File: config.mk
export PLATFORM = sky130hd
export DESIGN_NAME = logica_simple_seq_flat
export DESIGN_NICKNAME = d
export VERILOG_FILES = /design/src/rtl/logica_simple_seq_if.sv /design/src/rtl/logica_simple_seq.sv /design/src/flat_wrapper.sv
export SDC_FILE = /design/constraint.sdc
export NUM_CORES = 1
export LEC_CHECK = 0
export ABC_AREA = 1
export BUFFER_PORTS_ARGS = -buffer_cell sky130_fd_sc_hd__buf_2
export CORE_MARGIN = 3
export CORE_UTILIZATION = 54
export CTS_CLUSTER_DIAMETER = 120
export DETAILED_ROUTE_END_ITERATION = 8
export PLACE_DENSITY = 0.81
export SETUP_SLACK_MARGIN = 0.15
export SLEW_MARGIN = 10
export SYNTH_ARGS = -nofsm -noshare
export SYNTH_HDL_FRONTEND = slang
export SYNTH_SLANG_ARGS = --single-unit
File: constraint.sdc
create_clock -name clk -period 1.9 [get_ports clk]
set_input_delay 0.19 -clock clk [delete_from_list [all_inputs] [get_ports clk]]
set_output_delay 0.19 -clock clk [all_outputs]
set_load 0.01 [all_outputs]
File: src/rtl/logica_simple_seq_if.sv
// rtl/logica_simple_seq_if.sv - control, stimulus/response and result-record signals of the sweep sequencer
interface logica_simple_seq_if;
    logic       start;
    logic       abort;
    logic [2:0] abc;
    logic [2:0] xyz;
    logic       busy;
    logic       done;
    logic       out_valid;
    logic       out_ready;
    logic [5:0] out_data;
    logic [7:0] signature;

    modport slave (
        input  start, abort, xyz, out_ready,
        output abc, busy, done, out_valid, out_data, signature
    );

    modport master (
        output start, abort, xyz, out_ready,
        input  abc, busy, done, out_valid, out_data, signature
    );
endinterface

File: src/rtl/logica_simple_seq.sv
// rtl/logica_simple_seq.sv - sweeps abc through 0..7, dwells, captures xyz and emits one record per vector
module logica_simple_seq #(
    parameter int unsigned DWELL = 4
) (
    input  logic                clk,
    input  logic                rst_n,
    logica_simple_seq_if.slave  bus
);
    typedef enum logic [1:0] {IDLE, DRIVE, EMIT, DONE} state_t;

    localparam logic [7:0] DWELL_LAST = 8'(DWELL - 1);

    state_t     state_q, state_d;
    logic [2:0] idx_q, idx_d;
    logic [2:0] xyz_q, xyz_d;
    logic [7:0] dwell_q, dwell_d;
    logic [7:0] sig_q, sig_d;

    always_ff @(posedge clk or negedge rst_n) begin
        if (!rst_n) begin
            state_q <= IDLE;
            idx_q   <= '0;
            xyz_q   <= '0;
            dwell_q <= '0;
            sig_q   <= '0;
        end else begin
            state_q <= state_d;
            idx_q   <= idx_d;
            xyz_q   <= xyz_d;
            dwell_q <= dwell_d;
            sig_q   <= sig_d;
        end
    end

    always_comb begin
        state_d = state_q;
        idx_d   = idx_q;
        xyz_d   = xyz_q;
        dwell_d = dwell_q;
        sig_d   = sig_q;
        // abort wins over everything, including a start seen in IDLE
        if (bus.abort) begin
            state_d = IDLE;
        end else begin
            case (state_q)
                IDLE: begin
                    if (bus.start) begin
                        idx_d   = '0;
                        dwell_d = '0;
                        sig_d   = '0;
                        state_d = DRIVE;
                    end
                end
                DRIVE: begin
                    if (dwell_q == DWELL_LAST) begin
                        xyz_d   = bus.xyz;
                        state_d = EMIT;
                    end else begin
                        dwell_d = dwell_q + 8'd1;
                    end
                end
                EMIT: begin
                    if (bus.out_ready) begin
                        sig_d = {sig_q[6:0], sig_q[7]} ^ {5'b0, xyz_q};
                        if (idx_q == 3'd7) begin
                            state_d = DONE;
                        end else begin
                            idx_d   = idx_q + 3'd1;
                            dwell_d = '0;
                            state_d = DRIVE;
                        end
                    end
                end
                DONE:    state_d = IDLE;
                default: state_d = IDLE;
            endcase
        end
    end

    assign bus.abc       = (state_q == DRIVE || state_q == EMIT) ? idx_q : 3'b000;
    assign bus.busy      = (state_q != IDLE);
    assign bus.done      = (state_q == DONE);
    assign bus.out_valid = (state_q == EMIT);
    assign bus.out_data  = (state_q == EMIT) ? {idx_q, xyz_q} : 6'b0;
    assign bus.signature = sig_q;
endmodule

File: src/flat_wrapper.sv
// flat-port wrapper written by rule: the top's interface ports become plain ports
module logica_simple_seq_flat 
#(
    parameter int unsigned DWELL = 4
)
  (clk, rst_n, bus_start, bus_abort, bus_xyz, bus_out_ready, bus_abc, bus_busy, bus_done, bus_out_valid, bus_out_data, bus_signature);
  logica_simple_seq_if bus_i ();
  input  logic clk;
  input  logic rst_n;
  input wire logic [$bits(bus_i.start)-1:0] bus_start;
  input wire logic [$bits(bus_i.abort)-1:0] bus_abort;
  input wire logic [$bits(bus_i.xyz)-1:0] bus_xyz;
  input wire logic [$bits(bus_i.out_ready)-1:0] bus_out_ready;
  output wire logic [$bits(bus_i.abc)-1:0] bus_abc;
  output wire logic [$bits(bus_i.busy)-1:0] bus_busy;
  output wire logic [$bits(bus_i.done)-1:0] bus_done;
  output wire logic [$bits(bus_i.out_valid)-1:0] bus_out_valid;
  output wire logic [$bits(bus_i.out_data)-1:0] bus_out_data;
  output wire logic [$bits(bus_i.signature)-1:0] bus_signature;
  assign bus_i.start = bus_start;
  assign bus_i.abort = bus_abort;
  assign bus_i.xyz = bus_xyz;
  assign bus_i.out_ready = bus_out_ready;
  assign bus_abc = bus_i.abc;
  assign bus_busy = bus_i.busy;
  assign bus_done = bus_i.done;
  assign bus_out_valid = bus_i.out_valid;
  assign bus_out_data = bus_i.out_data;
  assign bus_signature = bus_i.signature;
  logica_simple_seq #(.DWELL(DWELL)) u_core (.clk(clk), .rst_n(rst_n), .bus(bus_i));
endmodule
-- After elaboration in Yosys (flattened, before gate mapping)
Index checks and enable logic that the tools add are counted.
- bits in latches: 0
- output and inout bits: 20
- RAM bits: 0
- word-level logic and storage cells: 50
- input bits: 8
- bits in read-only memories: 0
- memories kept: 0
- bits in registers: 24
- equality and inequality tests: 12
- $mul: 0
- shifts and indexed selects: 0
- reduce and logical (&&, ||, !) cells: 10
- mux-type cells: 19
- div/mod/pow operators: 0
- bitwise logic cells: 2
- add/sub/neg operators: 2
- $lt $le $gt $ge: 0
- operators by type and width (cell ; number):
    two-way mux 8 bit ; 5
    one-hot mux 8 bit (3 select lines) ; 1
    one-hot mux 8 bit (2 select lines) ; 1
    two-way mux 3 bit ; 4
    two-way mux 2 bit ; 5
    adder 8 x 1 -> 8 bit (second input constant) ; 1
    equality test 8 x 2 -> 1 bit (second input constant) ; 1
    != test 2 bit (second input constant) ; 4
    one-hot mux 2 bit (4 select lines) ; 1
    XOR 8 x 3 -> 8 bit ; 1
    two-way mux 6 bit ; 1
    != test 3 bit (second input constant) ; 2
    one-hot mux 3 bit (2 select lines) ; 1
    AND reduction 3 bit ; 2
    AND reduction 6 bit ; 1
    AND reduction 5 bit ; 1
    equality test 2 bit (second input constant) ; 2
    AND reduction 4 bit ; 1
    nonzero test 2 bit ; 2
    adder 3 x 1 -> 3 bit (second input constant) ; 1
    equality test 3 bit (second input constant) ; 1
    != test 3 x 2 -> 1 bit (second input constant) ; 1
    nonzero test 3 bit ; 1
    equality test 2 x 1 -> 1 bit (second input constant) ; 1
    other kinds (3) ; 3

-- Depth between registers and ports, before layout
Gate-level depths: netlist of the first run.
- word-level depth: 5
- depth in mapped cells: 11
- depth with buffers taken out: 9

-- Worst setup path after synthesis of the first run
No wires, ideal clock.
- path type: reg2reg
- start point: reg u_core.idx_q[0]
- end point: reg u_core.dwell_q[6]
- cell stages (with the launch flop): 10
- path buffers: 1
- required time: 1.773 ns
- clock period less this slack: 1.564 ns
- arrival time: 1.437 ns
- setup slack: 0.336 ns
- library setup time: 0.127 ns
- cells stage by stage: dfrtp_1 -> ha_1 -> ha_1 -> a21oi_2 -> nand2_1 -> nor2_2 -> nand2_2 -> buf_6 -> nand2_1 -> o21ai_0
- cells in the longest elaborated chain, start to end: 3
- RTL lines (item ; RTL line ; RTL):
    from (decl) ; logica_simple_seq.sv:14 ; logic [2:0] idx_q, idx_d;
    from (signal assigned) ; logica_simple_seq.sv:28 ; idx_q <= idx_d;
    equality test 3 bit ; logica_simple_seq.sv:65 ; if (idx_q == 3'd7) begin
    != test 2 bit (no line) ; - ;
    AND reduction 6 bit (no line) ; - ;
    to (signal assigned) ; logica_simple_seq.sv:30 ; dwell_q <= dwell_d;
    to (decl) ; logica_simple_seq.sv:16 ; logic [7:0] dwell_q, dwell_d;
No other way between the ends.
A chain may end at the register's enable or synchronous reset.

-- Worst setup path in the final report of the first run
- start point: reg u_core.idx_q[1]
- end point: reg u_core.dwell_q[5]
Same word-level chain as after synthesis.

==> impl_metrics.json, run 1 <==
{
  "synth_nets": 218,
  "die-area_um2": 3310,
  "start_kind": "flip-flop",
  "syn2layout_area_growth_pct": 17.3,
  "ys_ff_latch": 24,
  "synth_area_leaders": "dfrtp_1 (42%), nand2_1 (21%), ha_1 (7.0%)",
  "critPathMaxFanout": 16,
  "holdWs_ns": 0.0652,
  "cts.reportedPaths.clkPinSlew_ns": 0.13,
  "routed_via_density": 4.86,
  "antenna_found_initial": 0,
  "place_area_um2": 1590,
  "synth_ff_type": "dfrtp_1",
  "dp.cells": 257,
  "nets": 251,
  "wirelength_um": 2710,
  "worst_pin_slew_ns": 0.528,
  "vdd_drop_max_mv": 0.740,
  "status": "finished clean",
  "r2r_slack_ns": 0.28,
  "wl_per_cell_um": 10.3,
  "register_area_um2": 602,
  "numCtsBuffers": 3,
  "ios": 28,
  "p_leak_nw": 0.981,
  "holdPathEnd": "u_core.xyz_q[1]$_DFFE_PN0P_",
  "critical_path_required_ns": 2.10,
  "synth.distinct_cells": 20,
  "path_buf_inv": 0,
  "diodes": 0,
  "path_delay_family": "flip-flops",
  "rr_worst_depth": 8,
  "post_synth.cell_area_avg_um2": 7.10,
  "clk_latency_ns": 0.31,
  "die_w_um": 57.5,
  "drt_iter0_drc": 56,
  "cts_max_path_buffers": 2,
  "cp-startpoint": "u_core.idx_q[1]$_DFFE_PN0P_",
  "ys_seq_area_share_pct": 41.9,
  "synth_warnings": 0,
  "multi_input_area_um2": 718,
  "cts_tree": "built",
  "final_max_slew_viol_count": 0,
  "syn_area_um2": 1430,
  "max_freq_ghz": 0.618,
  "fin_total_pwr_mw": 1.59,
  "drive_gt1_share_pct": 20.5,
  "period_share_pct": 85.2,
  "htree_levels": 1,
  "powerDensity_nw_per_um2": 947,
  "synth-edff-count": 0,
  "fin_tns_setup_ns": 0,
  "crit_slowest_cell": "dfrtp_1",
  "async_flop_share_pct": 100,
  "pre_cts_ws_ns": 0.211,
  "setup_viol": 0,
  "grt_pass1_wl_um": 4890,
  "io_buffers": 27,
  "synth_top_area_share_pct": 41.9,
  "hpwl_um": 1980,
  "period_minus_slack_ns": 1.62,
  "rr_endpoint": "u_core.dwell_q[5]$_DFFE_PN0P_",
  "die_y_um": 57.5,
  "final_core_util_pct": 67.3,
  "setup_ws_ns": 0.282,
  "first_pass_iters": 4,
  "drc_errors": 0,
  "holdPathStages": 3,
  "clock_sinks": 24,
  "grt_pass1_vias": 1161,
  "relSlewSlack_pct": 64.8,
  "dr_total_vias": 1283,
  "rsz0062_at_grt": "no",
  "overflow": 0,
  "grt_max_degree": 25,
  "hp-start": "bus_xyz[1]",
  "fin_cells": 264,
  "rows": 18,
  "track_usage_pct": 18.3,
  "syn_inst": 202,
  "worstSetupPathType": "reg2reg",
  "initial_core_util_pct": 57.4,
  "r2r-start": "u_core.idx_q[1]$_DFFE_PN0P_",
  "path_cells": "ha_1, ha_1, a21oi_2, nand2_1, nor2_2, nand2_4, nand2_1, o21ai_0",
  "worstPathArrival_ns": 1.82,
  "design_area_um2": 1680,
  "fill_cells": 219,
  "globalplace.congestion": 0.800,
  "max_stage_delay_ns": 0.44,
  "min_path_type": "in2reg",
  "clock-skew-final_ns": 0.00211,
  "hold_viol": 0,
  "synth_top_cell_by_area": "dfrtp_1",
  "maxCapViolCount": 0,
  "cts_root_buf": "clkbuf_4",
  "core_um2": 2500,
  "drt.antenna.violating_nets": 0,
  "end_kind": "flip-flop"
}
[routing by layer]
metal	routed length (µm)	track usage (%)
met5	0	0
met4	24	3.97
met3	142	3.62
met2	1150	28.9
met1	1390	26.1
[Yosys cell counts, types with 4 or more instances]
master	count
a21oi_1	4
dfrtp_1	24
ha_1	8
inv_1	26
nand2_1	80
nand3_1	12
nor2_1	11
o21ai_0	14
o21ai_1	7
[state kept, by name (all words and copies together) (netlist names)]
signal / flops
u_core.dwell_q: 8
u_core.bus.signature: 8
u_core.idx_q: 3
u_core.state_q: 2
u_core.xyz_q: 3
[layout by cell type (no fill, tap or decap), types with 2 or more instances in the layout]
cell      Yosys  layout
nand2_1      80      80
buf_2         2      27
inv_1        26      24
dfrtp_1      24      23
o21ai_0      14      13
nand3_1      12      12
nor2_1       11      11
o21ai_1       7       8
ha_1          8       7
a21oi_1       4       4
buf_4         2       4
inv_2         1       3
clkbuf_4      0       3
nor2_2        2       2
nand2_4       0       2
nand4_1       2       2
[logic make-up after synthesis]
kind of cell    Yosys count  synth area share (%)
simple gates            111                  31.6
flops                    24                  41.9
fa+ha+maj                 8                  6.98
buf+inv                  32                  9.60
compound gates           27                  9.95
[where the power goes]
part / internal, mW / switching, mW / leakage (nW)
sequential: 0.584 / 0.0746 / 0.330
combinational: 0.248 / 0.420 / 0.630
clock: 0.117 / 0.148 / 0.0210
total: 0.949 / 0.642 / 0.981
[area by class of cell]
type,instances,share of cell area [%]
multi-input combinational,146,42.7
inverter,27,6.03
timing repair buffer,33,11.1
sequential,24,35.8
tap,30,2.23
clock buffer,4,2.16
[repair_timing]
action,in CTS,in global routing
endpoints found under the setup margin,6,22
hold buffers,1,0
setup buffers,1,1
hold endpoints to repair,24,0
resized for setup,2,7
[worst register-to-register path, cell delays in order (launching register included)]
cell and delay, ns:
dfrtp_1 0.44, ha_1 0.20, ha_1 0.21, a21oi_2 0.19, nand2_1 0.08, nor2_2 0.12, nand2_4 0.13, nand2_1 0.08
o21ai_0 0.07
[worst max-delay path by stage]
| stage | to | cells after the start | slack [ns] |
|---|---|---|---|
| 3_5_place_dp | u_core.dwell_q[6]$_DFFE_PN0P_ | 8 | 0.21 |
| 6_report | u_core.dwell_q[5]$_DFFE_PN0P_ | 8 | 0.28 |
| 2_1_floorplan | u_core.dwell_q[6]$_DFFE_PN0P_ | 9 | 0.34 |
| 5_1_grt | u_core.dwell_q[5]$_DFFE_PN0P_ | 7 | 0.16 |
| 4_1_cts | u_core.dwell_q[6]$_DFFE_PN0P_ | 8 | 0.18 |
| 3_3_place_gp | u_core.dwell_q[5]$_DFFE_PN0P_ | 8 | 0.20 |
(Power assumes the default switching activity.)
==> run 2: changes to the inputs <==
--- a/config.mk
+++ b/config.mk
@@ -7,11 +7,13 @@
 export LEC_CHECK = 0
 export ABC_AREA = 1
 export BUFFER_PORTS_ARGS = -buffer_cell sky130_fd_sc_hd__buf_2
+export CELL_PAD_IN_SITES_DETAIL_PLACEMENT = 0
+export CELL_PAD_IN_SITES_GLOBAL_PLACEMENT = 1
 export CORE_MARGIN = 3
-export CORE_UTILIZATION = 54
+export CORE_UTILIZATION = 38
 export CTS_CLUSTER_DIAMETER = 120
 export DETAILED_ROUTE_END_ITERATION = 8
-export PLACE_DENSITY = 0.81
+export PLACE_DENSITY = 0.8
 export SETUP_SLACK_MARGIN = 0.15
 export SLEW_MARGIN = 10
 export SYNTH_ARGS = -nofsm -noshare
==> impl_metrics.json, run 2 (synthesis results as in run 1) <==
{
  "status": "finished clean",
  "wirelength_um": 2920,
  "hp-start": "bus_xyz[1]",
  "final_common_cell": "nand2_1",
  "vdd_drop_max_mv": 0.380,
  "dp.cells": 274,
  "cts_max_path_buffers": 2,
  "die-area_um2": 4550,
  "io_buffers": 27,
  "grt_max_degree": 25,
  "maxCapViolCount": 0,
  "design_area_um2": 1740,
  "setup_viol": 0,
  "end_kind": "flip-flop",
  "nets": 252,
  "initial_core_util_pct": 41.0,
  "final_max_slew_viol_count": 0,
  "p_leak_nw": 0.995,
  "final_core_util_pct": 49.8,
  "r2r-start": "u_core.idx_q[0]$_DFFE_PN0P_",
  "cp-startpoint": "u_core.idx_q[0]$_DFFE_PN0P_",
  "track_usage_pct": 14.5,
  "path_cells": "ha_1, ha_1, a21oi_2, nand2_1, nor2_2, nand2_4, nand2_1, o21ai_0",
  "fin_cells": 281,
  "clock_sinks": 24,
  "max_freq_ghz": 0.604,
  "clk_latency_ns": 0.26,
  "critical_path_required_ns": 2.05,
  "cts_tree": "built",
  "drive_gt1_share_pct": 20.9,
  "clock-skew-final_ns": 0.00118,
  "rsz0062_at_grt": "yes",
  "drt_iter0_drc": 84,
  "dr_total_vias": 1274,
  "pre_cts_ws_ns": 0.0916,
  "worstPathArrival_ns": 1.80,
  "seq_power_share_pct": 38.2,
  "die_w_um": 67.4,
  "setup_ws_ns": 0.244,
  "fin_tns_setup_ns": 0,
  "powerDensity_nw_per_um2": 1020,
  "cts_root_buf": "clkbuf_8",
  "wl_per_cell_um": 10.4,
  "intPower_mw": 1.12,
  "drc_errors": 0,
  "switching_share_pct": 37.0,
  "clock_power_share_pct": 24.9,
  "worst_pin_slew_ns": 0.553,
  "hpwl_um": 2140,
  "syn2layout_area_growth_pct": 21.4,
  "hold_viol": 0,
  "overflow": 0,
  "period_share_pct": 87.2,
  "crit_slowest_cell": "dfrtp_1",
  "period_minus_slack_ns": 1.66,
  "fill_cells": 352,
  "min_path_type": "in2reg",
  "die_y_um": 67.4,
  "antenna_found_initial": 0,
  "routed_via_density": 4.53,
  "grt_pass1_vias": 1137,
  "relSlewSlack_pct": 63.2,
  "first_pass_iters": 4,
  "htree_levels": 1,
  "numCtsBuffers": 3,
  "power.switching_mw": 0.656,
  "cts.reportedPaths.clkPinSlew_ns": 0.08,
  "grt_pass1_wl_um": 5090,
  "place_area_um2": 1620,
  "start_kind": "flip-flop",
  "worstSetupPathType": "reg2reg",
  "core_um2": 3490,
  "drt.antenna.violating_nets": 0,
  "diodes": 0,
  "critPathMaxFanout": 16,
  "globalplace.congestion": 0.830,
  "rows": 21,
  "pwr-share-comb_pct": 36.8,
  "max_stage_delay_ns": 0.44,
  "layout_common_cells": "nand2_1 (80), buf_2 (27), inv_1 (25)",
  "ios": 28
}
## run 2: path summary, 6_finish.rpt
check	slack, ns	cells after the start	to
worst max-delay path	0.24	8	u_core.dwell_q[6]$_DFFE_PN0P_
worst min-delay path	0.11	3	u_core.xyz_q[1]$_DFFE_PN0P_
worst max register to register	0.24	8	u_core.dwell_q[6]$_DFFE_PN0P_
worst min register to register	0.51	2	u_core.bus.signature[2]$_DFFE_PN0P_
max in group asynchronous	1.06	2	u_core.state_q[0]$_DFFE_PN0P_
min in group asynchronous	0.44	2	u_core.dwell_q[3]$_DFFE_PN0P_
## run 2: final cells by class
cell class	count	area, µm²	share of cell area, %
Multi-Input combinational cell	146	713	41.0
Sequential cell	24	603	34.7
Timing Repair Buffer	34	194	11.1
Inverter	27	101	5.82
Tap cell	46	57.6	3.31
Clock buffer	3	41.3	2.37
Clock inverter	1	30.0	1.73
## run 2: layer usage
metal / routed length (µm) / GRT usage (%) / up-vias / part of all wire (%)
li1: - / - / 692 / -
met1: 1550 / 21.1 / 561 / 53
met2: 1240 / 22.1 / 19 / 42
met3: 113 / 2.00 / 2 / 3.9
met4: 14 / 4.56 / 0 / 0.48
met5: 0 / 0 / - / 0
## run 2: through the flow
step	total power [mW]	hold slack, ns
final	1.77	0.112
after global routing	1.94	0.110
after detailed placement	1.29	0.215
after global placement	1.30	0.211
after CTS	1.77	0.102
after floorplan	1.12	-0.106
## run 2: repair_timing
action	in CTS	in global routing
cloned	0	0
hold buffers	1	0
pin swaps	0	1
setup endpoints to repair	21	19
hold endpoints to repair	24	0
gates resized for setup	3	5
buffers inserted	0	2
## run 2: power groups by stage
stage / Combinational [mW] / Sequential [mW] / Clock, mW
after floorplan: 0.464 / 0.656 / 0
after global placement: 0.620 / 0.676 / 0
after detailed placement: 0.613 / 0.678 / 0
after CTS: 0.637 / 0.674 / 0.463
after global routing: 0.764 / 0.691 / 0.488
final: 0.653 / 0.677 / 0.442
## run 2: worst max-delay path: cells and delay by family, from the launching register on
family	cells	cell delay, ns
and+or+nand+nor	4	0.42
AOI/OAI and AO/OA	2	0.26
adders and majority gates	2	0.43
DFF	1	0.44
==> run 3: changes to the inputs <==
==> constraint.sdc (replaced) <==
create_clock -name clk -period 1.9 [get_ports clk]
set_input_delay 0.095 -clock clk [delete_from_list [all_inputs] [get_ports clk]]
set_output_delay 0.095 -clock clk [all_outputs]
set_load 0.01 [all_outputs]
==> impl_metrics.json, run 3 (synthesis results as in run 1) <==
{
  "clock_power_share_pct": 25.1,
  "die_y_um": 67.4,
  "die-area_um2": 4550,
  "grt_pass1_wl_um": 5090,
  "first_pass_iters": 4,
  "critical_path_required_ns": 2.05,
  "rsz0062_at_grt": "no",
  "seq_power_share_pct": 38.3,
  "io_buffers": 27,
  "setup_viol": 0,
  "hold_viol": 0,
  "nets": 252,
  "final_common_cell": "nand2_1",
  "grt_max_degree": 25,
  "core_um2": 3490,
  "cts_tree": "built",
  "max_stage_delay_ns": 0.43,
  "dr_total_vias": 1275,
  "p_leak_nw": 0.995,
  "wl_per_cell_um": 10.3,
  "r2r_slack_ns": 0.26,
  "multi_input_area_um2": 713,
  "worstSetupPathType": "reg2reg",
  "wirelength_um": 2910,
  "relSlewSlack_pct": 63.1,
  "drt_iter0_drc": 78,
  "crit_slowest_cell": "dfrtp_1",
  "antenna_found_initial": 0,
  "powerDensity_nw_per_um2": 1020,
  "cts_root_buf": "clkbuf_8",
  "clock-skew-final_ns": 0.00119,
  "cts_max_path_buffers": 2,
  "numCtsBuffers": 3,
  "drc_errors": 0,
  "path_cells": "ha_1, ha_1, a21oi_2, nand2_1, nor2_2, nand2_4, nand2_1, o21ai_0",
  "end_kind": "flip-flop",
  "status": "finished clean",
  "switching_share_pct": 37.1,
  "holdWs_ns": 0.0168,
  "clk_latency_ns": 0.26,
  "path_delay_family": "flip-flops",
  "syn2layout_area_growth_pct": 21.0,
  "drt.antenna.violating_nets": 0,
  "fill_cells": 353,
  "layout_common_cells": "nand2_1 (80), buf_2 (27), inv_1 (25)",
  "initial_core_util_pct": 41.0,
  "ios": 28,
  "globalplace.congestion": 0.830,
  "track_usage_pct": 14.5,
  "power.switching_mw": 0.653,
  "clock_sinks": 24,
  "intPower_mw": 1.11,
  "grt_pass1_vias": 1137,
  "overflow": 0,
  "min_path_type": "in2reg",
  "cts.reportedPaths.clkPinSlew_ns": 0.08,
  "routed_via_density": 4.54,
  "maxCapViolCount": 0,
  "start_kind": "flip-flop",
  "max_freq_ghz": 0.611,
  "drive_gt1_share_pct": 20.4,
  "period_share_pct": 86.1,
  "register_area_um2": 602,
  "path_buf_inv": 0,
  "hpwl_um": 2140,
  "worst_pin_slew_ns": 0.553,
  "fin_tns_setup_ns": 0,
  "final_max_slew_viol_count": 0,
  "critPathMaxFanout": 16,
  "pwr-share-comb_pct": 36.7,
  "rows": 21,
  "vdd_drop_max_mv": 0.379,
  "worstPathArrival_ns": 1.78,
  "period_minus_slack_ns": 1.64,
  "diodes": 0,
  "htree_levels": 1,
  "die_w_um": 67.4
}
run 3: tightest hold or removal path, stage by stage:
cell     delay [ns]
buf_2          0.07
nand2_1        0.04
nand2_1        0.04
run 3: what timing repair did:
item | in CTS | in global routing
gates resized for setup | 1 | 5
hold endpoints to repair | 24 | 0
setup endpoints to repair | 20 | 20
setup buffers | 0 | 2
hold buffers | 1 | 0
pin swaps | 0 | 2
run 3: power by group through the flow:
stage	registers (mW)	logic (mW)	clock network, mW
CTS	0.669	0.624	0.463
global placement	0.676	0.620	0
finish	0.675	0.647	0.442
floorplan	0.656	0.464	0
global route	0.688	0.757	0.488
detailed placement	0.678	0.613	0
run 3: area by class of cell:
cell class                 count  share of cell area, %
sequential                    24                   34.7
inverter                      27                   5.84
tap                           46                   3.32
clock buffer                   3                   2.38
multi-input combinational    146                   41.1
clock inverter                 1                   1.73
timing repair buffer          34                   11.0
run 3: through the flow:
stage	instances	util [%]	area [µm²]	setup WS, ns	total power, mW
2_1_floorplan	202	-	1430	0.336	1.12
3_3_place_gp	274	46.4	1620	0.132	1.30
6_report	281	49.7	1740	0.264	1.76
5_1_grt	281	49.7	1740	0.159	1.93
3_5_place_dp	274	46.4	1620	0.0916	1.29
4_1_cts	279	48.8	1700	0.165	1.76
run 3: path summary, 6_finish.rpt:
kind,startpoint,to,cells past startpoint
max,u_core.idx_q[0]$_DFFE_PN0P_,u_core.dwell_q[5]$_DFFE_PN0P_,8
min,bus_xyz[1],u_core.xyz_q[1]$_DFFE_PN0P_,3
max reg2reg,u_core.idx_q[0]$_DFFE_PN0P_,u_core.dwell_q[5]$_DFFE_PN0P_,8
min reg2reg,u_core.bus.signature[2]$_DFFE_PN0P_,u_core.bus.signature[2]$_DFFE_PN0P_,2
max in group asynchronous,rst_n,u_core.state_q[1]$_DFFE_PN0P_,2
min in group asynchronous,rst_n,u_core.dwell_q[3]$_DFFE_PN0P_,2
run 3: layer usage:
| layer | part of all wire [%] | GRT usage [%] | wire, µm |
|---|---|---|---|
| met1 | 53 | 21.1 | 1530 |
| met3 | 4.4 | 2.00 | 127 |
| met2 | 42 | 22.1 | 1230 |
| met4 | 0.48 | 4.56 | 14 |
| met5 | 0 | 0 | 0 |
